<file path="config.mk">
export PLATFORM = sky130hd
export DESIGN_NAME = equeuels_dis
export DESIGN_NICKNAME = d
export VERILOG_FILES = /design/src/rtl/equeuels_dis.sv
export SDC_FILE = /design/constraint.sdc
export NUM_CORES = 2
export LEC_CHECK = 0
export ABC_AREA = 1
export BUFFER_PORTS_ARGS = -buffer_cell sky130_fd_sc_hd__buf_2
export CAP_MARGIN = 15
export CELL_PAD_IN_SITES_DETAIL_PLACEMENT = 1
export CELL_PAD_IN_SITES_GLOBAL_PLACEMENT = 1
export CORE_AREA = 3 3 516 518
export DETAILED_ROUTE_END_ITERATION = 12
export DIE_AREA = 0 0 519 521
export PLACE_DENSITY = 0.55
export SYNTH_ARGS = -nofsm -noshare
export SYNTH_HDL_FRONTEND = slang
export SYNTH_SLANG_ARGS = --single-unit
</file>
<file path="constraint.sdc">
create_clock -name clk -period 3.3 [get_ports clk]
set_input_delay 0 -clock clk [delete_from_list [all_inputs] [get_ports clk]]
set_output_delay 0 -clock clk [all_outputs]
set_load 0.01 [all_outputs]
</file>
<file path="src/rtl/equeuels_dis.sv">
// Load/store issue queue with CDB operand capture and address disambiguation; build with EQUEUELS_FLUSH_EN for a flush input.
// Latency: an op with ready operands issues the cycle after dispatch or after the CDB broadcast that wakes it.
// Backpressure: dispatch_ready drops when full unless the selected op retires the same edge; issuels_done holds selection.
module equeuels_dis #(
    parameter int DEPTH  = 8,
    parameter int TAG_W  = 6,
    parameter int DATA_W = 32,
    parameter int OFF_W  = 16
) (
    input  logic                        clk,
    input  logic                        reset,
`ifdef EQUEUELS_FLUSH_EN
    input  logic                        flush,
`endif
    input  logic                        dispatch_opcode,
    input  logic [OFF_W-1:0]            dispatch_offset,
    input  logic [TAG_W-1:0]            dispatch_rdtag,
    input  logic [TAG_W-1:0]            dispatch_rstag,
    input  logic [TAG_W-1:0]            dispatch_rttag,
    input  logic [DATA_W-1:0]           dispatch_rsdata,
    input  logic [DATA_W-1:0]           dispatch_rtdata,
    input  logic                        dispatch_rsvalid,
    input  logic                        dispatch_rtvalid,
    input  logic                        dispatch_en,
    output logic                        dispatch_ready,
    input  logic [TAG_W-1:0]            cdb_tag,
    input  logic [DATA_W-1:0]           cdb_data,
    input  logic                        cdb_valid,
    output logic                        issuels_opcode,
    output logic [TAG_W-1:0]            issuels_rdtag,
    output logic [DATA_W-1:0]           issuels_addr,
    output logic [DATA_W-1:0]           issuels_data,
    output logic                        issuels_ready,
    input  logic                        issuels_done,
    output logic [$clog2(DEPTH+1)-1:0]  count
);
    localparam int CW = $clog2(DEPTH+1);
    localparam int IW = (DEPTH > 1) ? $clog2(DEPTH) : 1;

    typedef struct packed {
        logic              vld;
        logic              op;
        logic [OFF_W-1:0]  off;
        logic [TAG_W-1:0]  rd;
        logic [TAG_W-1:0]  rs_tag;
        logic [TAG_W-1:0]  rt_tag;
        logic [DATA_W-1:0] rs_dat;
        logic              rs_ok;
        logic [DATA_W-1:0] rt_dat;
        logic              rt_ok;
        logic [DATA_W-1:0] addr;
    } ent_t;

    function automatic logic [DATA_W-1:0] sext(input logic [OFF_W-1:0] off);
        return {{(DATA_W-OFF_W){off[OFF_W-1]}}, off};
    endfunction

    ent_t             ent_q  [DEPTH];
    ent_t             ent_d  [DEPTH];
    ent_t             ent_c  [DEPTH];
    ent_t             ent_up [DEPTH];
    ent_t             ent_new;
    logic [DEPTH-1:0] elig;
    logic             any_elig;
    logic [IW-1:0]    sel;
    logic             flush_w;
    logic             remove;
    logic             accept;
    logic [CW-1:0]    tail;
    logic [CW-1:0]    count_q;
    logic [CW-1:0]    count_d;

`ifdef EQUEUELS_FLUSH_EN
    assign flush_w = flush;
`else
    assign flush_w = 1'b0;
`endif

    always_ff @(posedge clk or negedge reset) begin
        if (!reset) begin
            for (int i = 0; i < DEPTH; i++) ent_q[i] <= '0;
            count_q <= '0;
        end else begin
            for (int i = 0; i < DEPTH; i++) ent_q[i] <= ent_d[i];
            count_q <= count_d;
        end
    end

    // CDB capture applied to resident entries; selection still looks at ent_q.
    always_comb begin
        for (int i = 0; i < DEPTH; i++) begin
            ent_c[i] = ent_q[i];
            if (cdb_valid && ent_q[i].vld) begin
                if (!ent_q[i].rs_ok && ent_q[i].rs_tag == cdb_tag) begin
                    ent_c[i].rs_dat = cdb_data;
                    ent_c[i].rs_ok  = 1'b1;
                    ent_c[i].addr   = cdb_data + sext(ent_q[i].off);
                end
                if (!ent_q[i].rt_ok && ent_q[i].rt_tag == cdb_tag) begin
                    ent_c[i].rt_dat = cdb_data;
                    ent_c[i].rt_ok  = 1'b1;
                end
            end
        end
    end

    // Stores issue only from the head; loads wait on any older store with unknown or aliasing word address.
    always_comb begin
        for (int i = 0; i < DEPTH; i++) begin
            logic rdy;
            logic blk;
            rdy = ent_q[i].vld && ent_q[i].rs_ok && (ent_q[i].op || ent_q[i].rt_ok);
            blk = 1'b0;
            for (int j = 0; j < DEPTH; j++) begin
                if (j < i && ent_q[j].vld && !ent_q[j].op &&
                    (!ent_q[j].rs_ok || ent_q[j].addr[DATA_W-1:2] == ent_q[i].addr[DATA_W-1:2]))
                    blk = 1'b1;
            end
            elig[i] = rdy && (ent_q[i].op ? !blk : (i == 0));
        end
    end

    always_comb begin
        sel = '0;
        for (int i = DEPTH-1; i >= 0; i--) begin
            if (elig[i]) sel = IW'(i);
        end
    end

    assign any_elig       = |elig;
    assign issuels_ready  = any_elig && !flush_w;
    assign dispatch_ready = !flush_w && ((count_q < CW'(DEPTH)) || (any_elig && issuels_done));
    assign remove         = issuels_ready && issuels_done;
    assign accept         = dispatch_en && dispatch_ready;
    assign tail           = remove ? (count_q - CW'(1)) : count_q;
    assign count          = count_q;

    always_comb begin
        issuels_opcode = 1'b0;
        issuels_rdtag  = '0;
        issuels_addr   = '0;
        issuels_data   = '0;
        if (issuels_ready) begin
            issuels_opcode = ent_q[sel].op;
            issuels_rdtag  = ent_q[sel].rd;
            issuels_addr   = ent_q[sel].addr;
            issuels_data   = ent_q[sel].rt_dat;
        end
    end

    // A broadcast in the dispatch cycle is folded into the new entry so it is never missed.
    always_comb begin
        ent_new        = '0;
        ent_new.vld    = 1'b1;
        ent_new.op     = dispatch_opcode;
        ent_new.off    = dispatch_offset;
        ent_new.rd     = dispatch_rdtag;
        ent_new.rs_tag = dispatch_rstag;
        ent_new.rt_tag = dispatch_rttag;
        ent_new.rs_dat = dispatch_rsdata;
        ent_new.rs_ok  = dispatch_rsvalid;
        ent_new.rt_dat = dispatch_rtdata;
        ent_new.rt_ok  = dispatch_rtvalid;
        if (!dispatch_rsvalid && cdb_valid && dispatch_rstag == cdb_tag) begin
            ent_new.rs_dat = cdb_data;
            ent_new.rs_ok  = 1'b1;
        end
        if (!dispatch_rtvalid && cdb_valid && dispatch_rttag == cdb_tag) begin
            ent_new.rt_dat = cdb_data;
            ent_new.rt_ok  = 1'b1;
        end
        ent_new.addr = ent_new.rs_dat + sext(dispatch_offset);
    end

    always_comb begin
        for (int i = 0; i < DEPTH-1; i++) ent_up[i] = ent_c[i+1];
        ent_up[DEPTH-1] = '0;
        for (int i = 0; i < DEPTH; i++) begin
            ent_d[i] = ent_c[i];
            if (remove && (IW'(i) >= sel)) ent_d[i] = ent_up[i];
            if (accept && (CW'(i) == tail)) ent_d[i] = ent_new;
            if (flush_w) ent_d[i] = '0;
        end
        count_d = count_q;
        if (accept && !remove) count_d = count_q + CW'(1);
        if (remove && !accept) count_d = count_q - CW'(1);
        if (flush_w) count_d = '0;
    end

endmodule

</file>
Yosys cells after proc, flatten, opt, wreduce, memory -nomap -nowiden. Index checks and enable logic that the tools add are counted.

Bitwise logic cells: 1. Eq/ne operators: 53. Add/subtract/negate cells: 11. Reduce and logical (&&, ||, !) cells: 193. Muxes and demuxes: 103. $lt $le $gt $ge: 10.

Operator list (count): 134-bit 2-to-1 mux (16); 30-bit equality test (28); 98-bit 2-to-1 mux (8); 33-bit 2-to-1 mux (18); 134-bit binary-select mux with 3-bit select (1); 32-bit 2-to-1 mux (10); 32-bit adder (9); 133-bit 2-to-1 mux (2); 6-bit equality test (18); 1-bit logical AND (106); 1-bit logical OR (37); 1-bit 2-to-1 mux (36); 1-bit logical NOT (34); 3-bit 2-to-1 mux (8); 2-bit nonzero test (9); 3-bit by 4-bit equality test with 1-bit output (first input constant) (4); 3-bit >= comparator (first input constant) (4); 4-bit 2-to-1 mux (3); 3-bit nonzero test (3); 2-bit by 4-bit equality test with 1-bit output (first input constant) (2); 8-bit OR reduction (1); 1-bit by 3-bit >= comparator with 1-bit output (first input constant) (2); 2-bit by 3-bit >= comparator with 1-bit output (first input constant) (2); 6-bit 2-to-1 mux (1); other kinds (8) (9).

Output and inout bits: 77. Bits of input ports: 144. Word-level logic and storage cells: 460. Register bits: 1076.

Depth between registers and ports, before layout.
Depth in word-level cells: 26. Depth in mapped cells: 32. Depth with buffers taken out: 30.

Worst setup path before layout. OpenSTA, ideal clock, no wires.

Kind: input-to-reg. From: input port cdb_tag[2]. To: register, netlist name ent_q[964]. Required time: 3182 ps. Data arrival time: 4140 ps. Buffers on the path: 3. Stages on the path: 27. Setup time: 118 ps. Setup slack: -958 ps. Cell sequence: buf_2 -> inv_1 -> clkbuf_1 -> o22ai_1 -> a221oi_1 -> nand3_1 -> clkinv_1 -> buf_1 -> nand2_1 -> o21ai_0 -> inv_1 -> ha_1 -> fa_1 -> nand3_1 -> nand2_1 -> a21oi_1 -> nor2_1 -> o21ai_0 -> o21ai_0 -> nand2_1 -> nor2_1 -> nor2_1 -> o21ai_0 -> xnor2_1 -> nand3_1 -> nand3_1 -> nand2_1.

Longest elaborated chain between the ends: 6. Elaborated cells between the ends (all ways): 14. Classes of those cells: 1 x add/sub; 3 x eq/ne; 5 x mux; 5 x reduce/logical.

Ends and longest elaborated chain: from (decl) (RTL line 26) `input logic [TAG_W-1:0] cdb_tag,`; branches (longest 6 deep; another with 32-bit adder).

Several ways; the timed one is not identified. The select of a mux whose other input is x is not followed. A chain may end at the register's enable or synchronous reset.

Worst setup path after layout.
From: register, netlist name ent_q[429]. To: output port issuels_data[23].

Longest elaborated chain between the ends: 22. Elaborated cells between the ends (all ways): 57. Classes of those cells: 7 x eq/ne; 26 x mux; 1 x bitwise; 23 x reduce/logical.

Ends and longest elaborated chain: 30-bit equality test (RTL line 116) `(!ent_q[j].rs_ok || ent_q[j].addr[DATA_W-1:2] == ent_q[i].addr[DATA_W-1:2]))`; 1-bit logical OR (RTL line 116); 1-bit logical AND (RTL line 115) `if (j < i && ent_q[j].vld && !ent_q[j].op &&`; 1-bit 2-to-1 mux (3 in a row) (RTL line 115); 1-bit logical NOT (RTL line 119) `elig[i] = rdy && (ent_q[i].op ? !blk : (i == 0));`; 1-bit 2-to-1 mux (RTL line 119); 1-bit logical AND (RTL line 119); 3-bit 2-to-1 mux (8 in a row) (RTL line 126) `if (elig[i]) sel = IW'(i);`; 3-bit NOT with 4-bit output (implied by the code) (RTL line 147) `issuels_data = ent_q[sel].rt_dat;`; 134-bit binary-select mux with 3-bit select (RTL line 147); 133-bit 2-to-1 mux (2 in a row); 32-bit 2-to-1 mux * (RTL line 143) `if (issuels_ready) begin`; to (decl) (RTL line 32) `output logic [DATA_W-1:0] issuels_data,`.

Every way passes the cells marked *; elsewhere a longest branch is shown, timed or not. The select of a mux whose other input is x is not followed.

==> summary.txt <==
Number of global-route vias before repair = 105000
Maximum VDD drop = 0.792 mV
Fin crit period = 4.63 ns
Vias/cell = 5.73
# IOs = 221
Clk root buf = clkbuf_16
Max_slew headroom = 20.5%
Clock skew = 0.101 ns
Worst Tran Pin Value = 1.18 ns
Fin. Hold Viols = 0
Hold/Removal Path Class = primary input to register
Port bufs = 220
Die ar. = 270000 um^2
Post-route worst setup slack = -1.33 ns
Ys async rst share = 100%
Post-Syn Instances = 12500
# nets final = 15200
Slew Limit Fails = 0
Core Region = 262000 um^2
Routed len/inst = 31.8 um
DP HPWL = 447000 um
Top FF cell, synth = dfrtp_1
Cts bufs inserted = 105
Post-Syn Nets = 12900
Share of the synthesized area in the top cell type = 26.1%
Final Non-Filler Cells = 18300
Critical Path Most Common Cell = nand2_1
Die Height = 521 um
Total negative slack = -790.54 ns
Initial Util = 30.0%
First-pass GRT wire length = 799000 um
Register area share after synthesis = 26.1%
Clk Latency, worst-skew pair = 0.83 ns
Fmax = 216 MHz
Failing checks = setup timing
Synth warn = 0
Fin crit share = 140%
Max-cap violations = 0
Worst Setup Path Type = register to output port
Max H-tree Level = 3
Critical Path End Type = output port
Total GRT Usage = 40.9%
Num rows = 188
Routability cong. = 1.04
Worst path max stage delay = 0.50 ns
Placed cells = 17900
Setup Viol. Count Final = 893
Sink Count = 820
CTS tree = built
Post-synth EDFFs = 0
Clock Path Buffers = 3
Post-route DRC = 0
Critical Path RT = 3.30 ns
Syn avg cell area = 6.29 um^2
Area growth syn-to-layout = 45.5%
Final WL = 584000 um
Largest net degree at the start of global routing = 101
Synth unique cells = 55
Layout cells sized above 1 = 27.3%
Synth top area cells = dfrtp_1, nand2_1, nand3_1
Initial antenna violation count = 59
Biggest area consumer among synthesized cells = dfrtp_1
Most frequent cells in the layout = nand2_1, buf_4, nand3_1
Status = complete, but fails checks
DR pass1 iterations = 6
Post-synthesis register bit count = 820
PwrDens = 1120 nW/um^2
First DRT Iteration DRCs = 10500
GR Overflow Total = 0
Final ANT Viol Nets = 0
Commonest non-fill, non-tap cell in the layout = nand2_1
Via count = 105000
Post-Syn Area = 78500 um^2
Clk pin slew, worst setup/hold paths = 0.06 ns
Slowest cell on the critical path = dfrtp_1
RSZ-0062 raised after global routing = true
Worst Path Max Fanout = 7
CP Data Arrival Time = 4.63 ns
Chip width = 519 um
Worst Setup Start Kind = register
Leak = 56.4 nW
-- flip-flops by register name (all words and copies together), names as in the netlist --
signal	count
ent_q	528
ent_c	288
count	4
-- routing by layer --
metal	vias up	track usage, %	part of all wire (%)
met5	-	0	0.031
met4	22	26.3	7.6
met3	1336	7.15	8.2
met2	5081	63.5	44
met1	52800	52.5	41
li1	46000	-	-
-- metrics by stage --
step / utilization, % / power (mW) / setup WS [ns] / hold WS, ns / cell area (um^2)
floorplan: - / 58.1 / -0.129 / -0.296 / 78600
global placement: 39.5 / 104 / -1.54 / 0.125 / 104000
detailed placement: 39.5 / 106 / -1.54 / 0.134 / 104000
CTS: 42.4 / 122 / -1.39 / 0.00416 / 111000
global route: 43.6 / 133 / -1.43 / 0.0485 / 114000
finish: 43.6 / 128 / -1.33 / 0.0510 / 114000
-- cells in the mapped netlist (229+ instances only) --
cell and instances:
a21oi_1 476, buf_2 395, clkbuf_1 327, dfrtp_1 820, ha_1 282, inv_1 646
inv_2 229, nand2_1 3582, nand3_1 2183, nor2_1 854, o21ai_0 824, xnor2_1 372
xor2_1 254
-- logic make-up after synthesis --
group / count (synthesis) / synth area share (%)
DFF: 820 / 26.1
xor gates and xnor gates: 626 / 6.99
muxes: 41 / 0.523
adders and majority gates: 291 / 4.73
and+or+nand+nor: 7097 / 39.0
AOI/OAI and AO/OA: 1839 / 13.0
buffers and inverters: 1773 / 9.67
-- area by class of cell --
class / instances / area, um^2
Fill cell: 33100 / 148000
Multi-Input combinational cell: 9895 / 52900
Timing Repair Buffer: 3026 / 29100
Sequential cell: 820 / 20600
Tap cell: 3515 / 4400
Inverter: 884 / 3390
Clock buffer: 152 / 3100
Clock inverter: 36 / 628
Antenna cell: 21 / 52.6
-- path summary, 6_finish.rpt --
check                                         from                 endpoint  slack [ns]  depth (start not counted)
min in group asynchronous                    reset     ent_q[832]$_DFF_PN0_        0.49                          3
hold reg to reg            ent_c[1045]$_DFFE_PN0P_  ent_c[1045]$_DFFE_PN0P_        0.50                          2
hold / removal                        cdb_data[27]   ent_q[998]$_DFFE_PN0P_        0.05                          6
setup / recovery              ent_q[429]$_DFF_PN0_         issuels_data[23]       -1.33                         28
max in group asynchronous                    reset     ent_q[841]$_DFF_PN0_        1.58                          5
setup reg to reg              ent_q[429]$_DFF_PN0_     ent_q[420]$_DFF_PN0_       -1.16                         27
-- report_power, final --
group	total [mW]	switching [mW]	internal, mW
registers	20.0	5.32	14.6
logic	94.6	57.1	37.6
clock network	12.9	5.58	7.35
-- critical path, delay by kind of cell, from the launching register on --
kind / cells / cell delay (ns)
buffers and inverters: 7 / 1.21
DFF: 1 / 0.50
xor gates and xnor gates: 1 / 0.17
and+or+nand+nor: 19 / 1.84
AOI/OAI and AO/OA: 1 / 0.09
-- what timing repair did --
action,4_1_cts,5_1_grt
pin swaps,65,218
setup buffers,58,63
hold buffers,103,0
gates resized for setup,429,533
gates cloned,28,37
endpoints found under the hold margin,745,0
setup endpoints to repair,893,893
(Power assumes the default switching activity.)
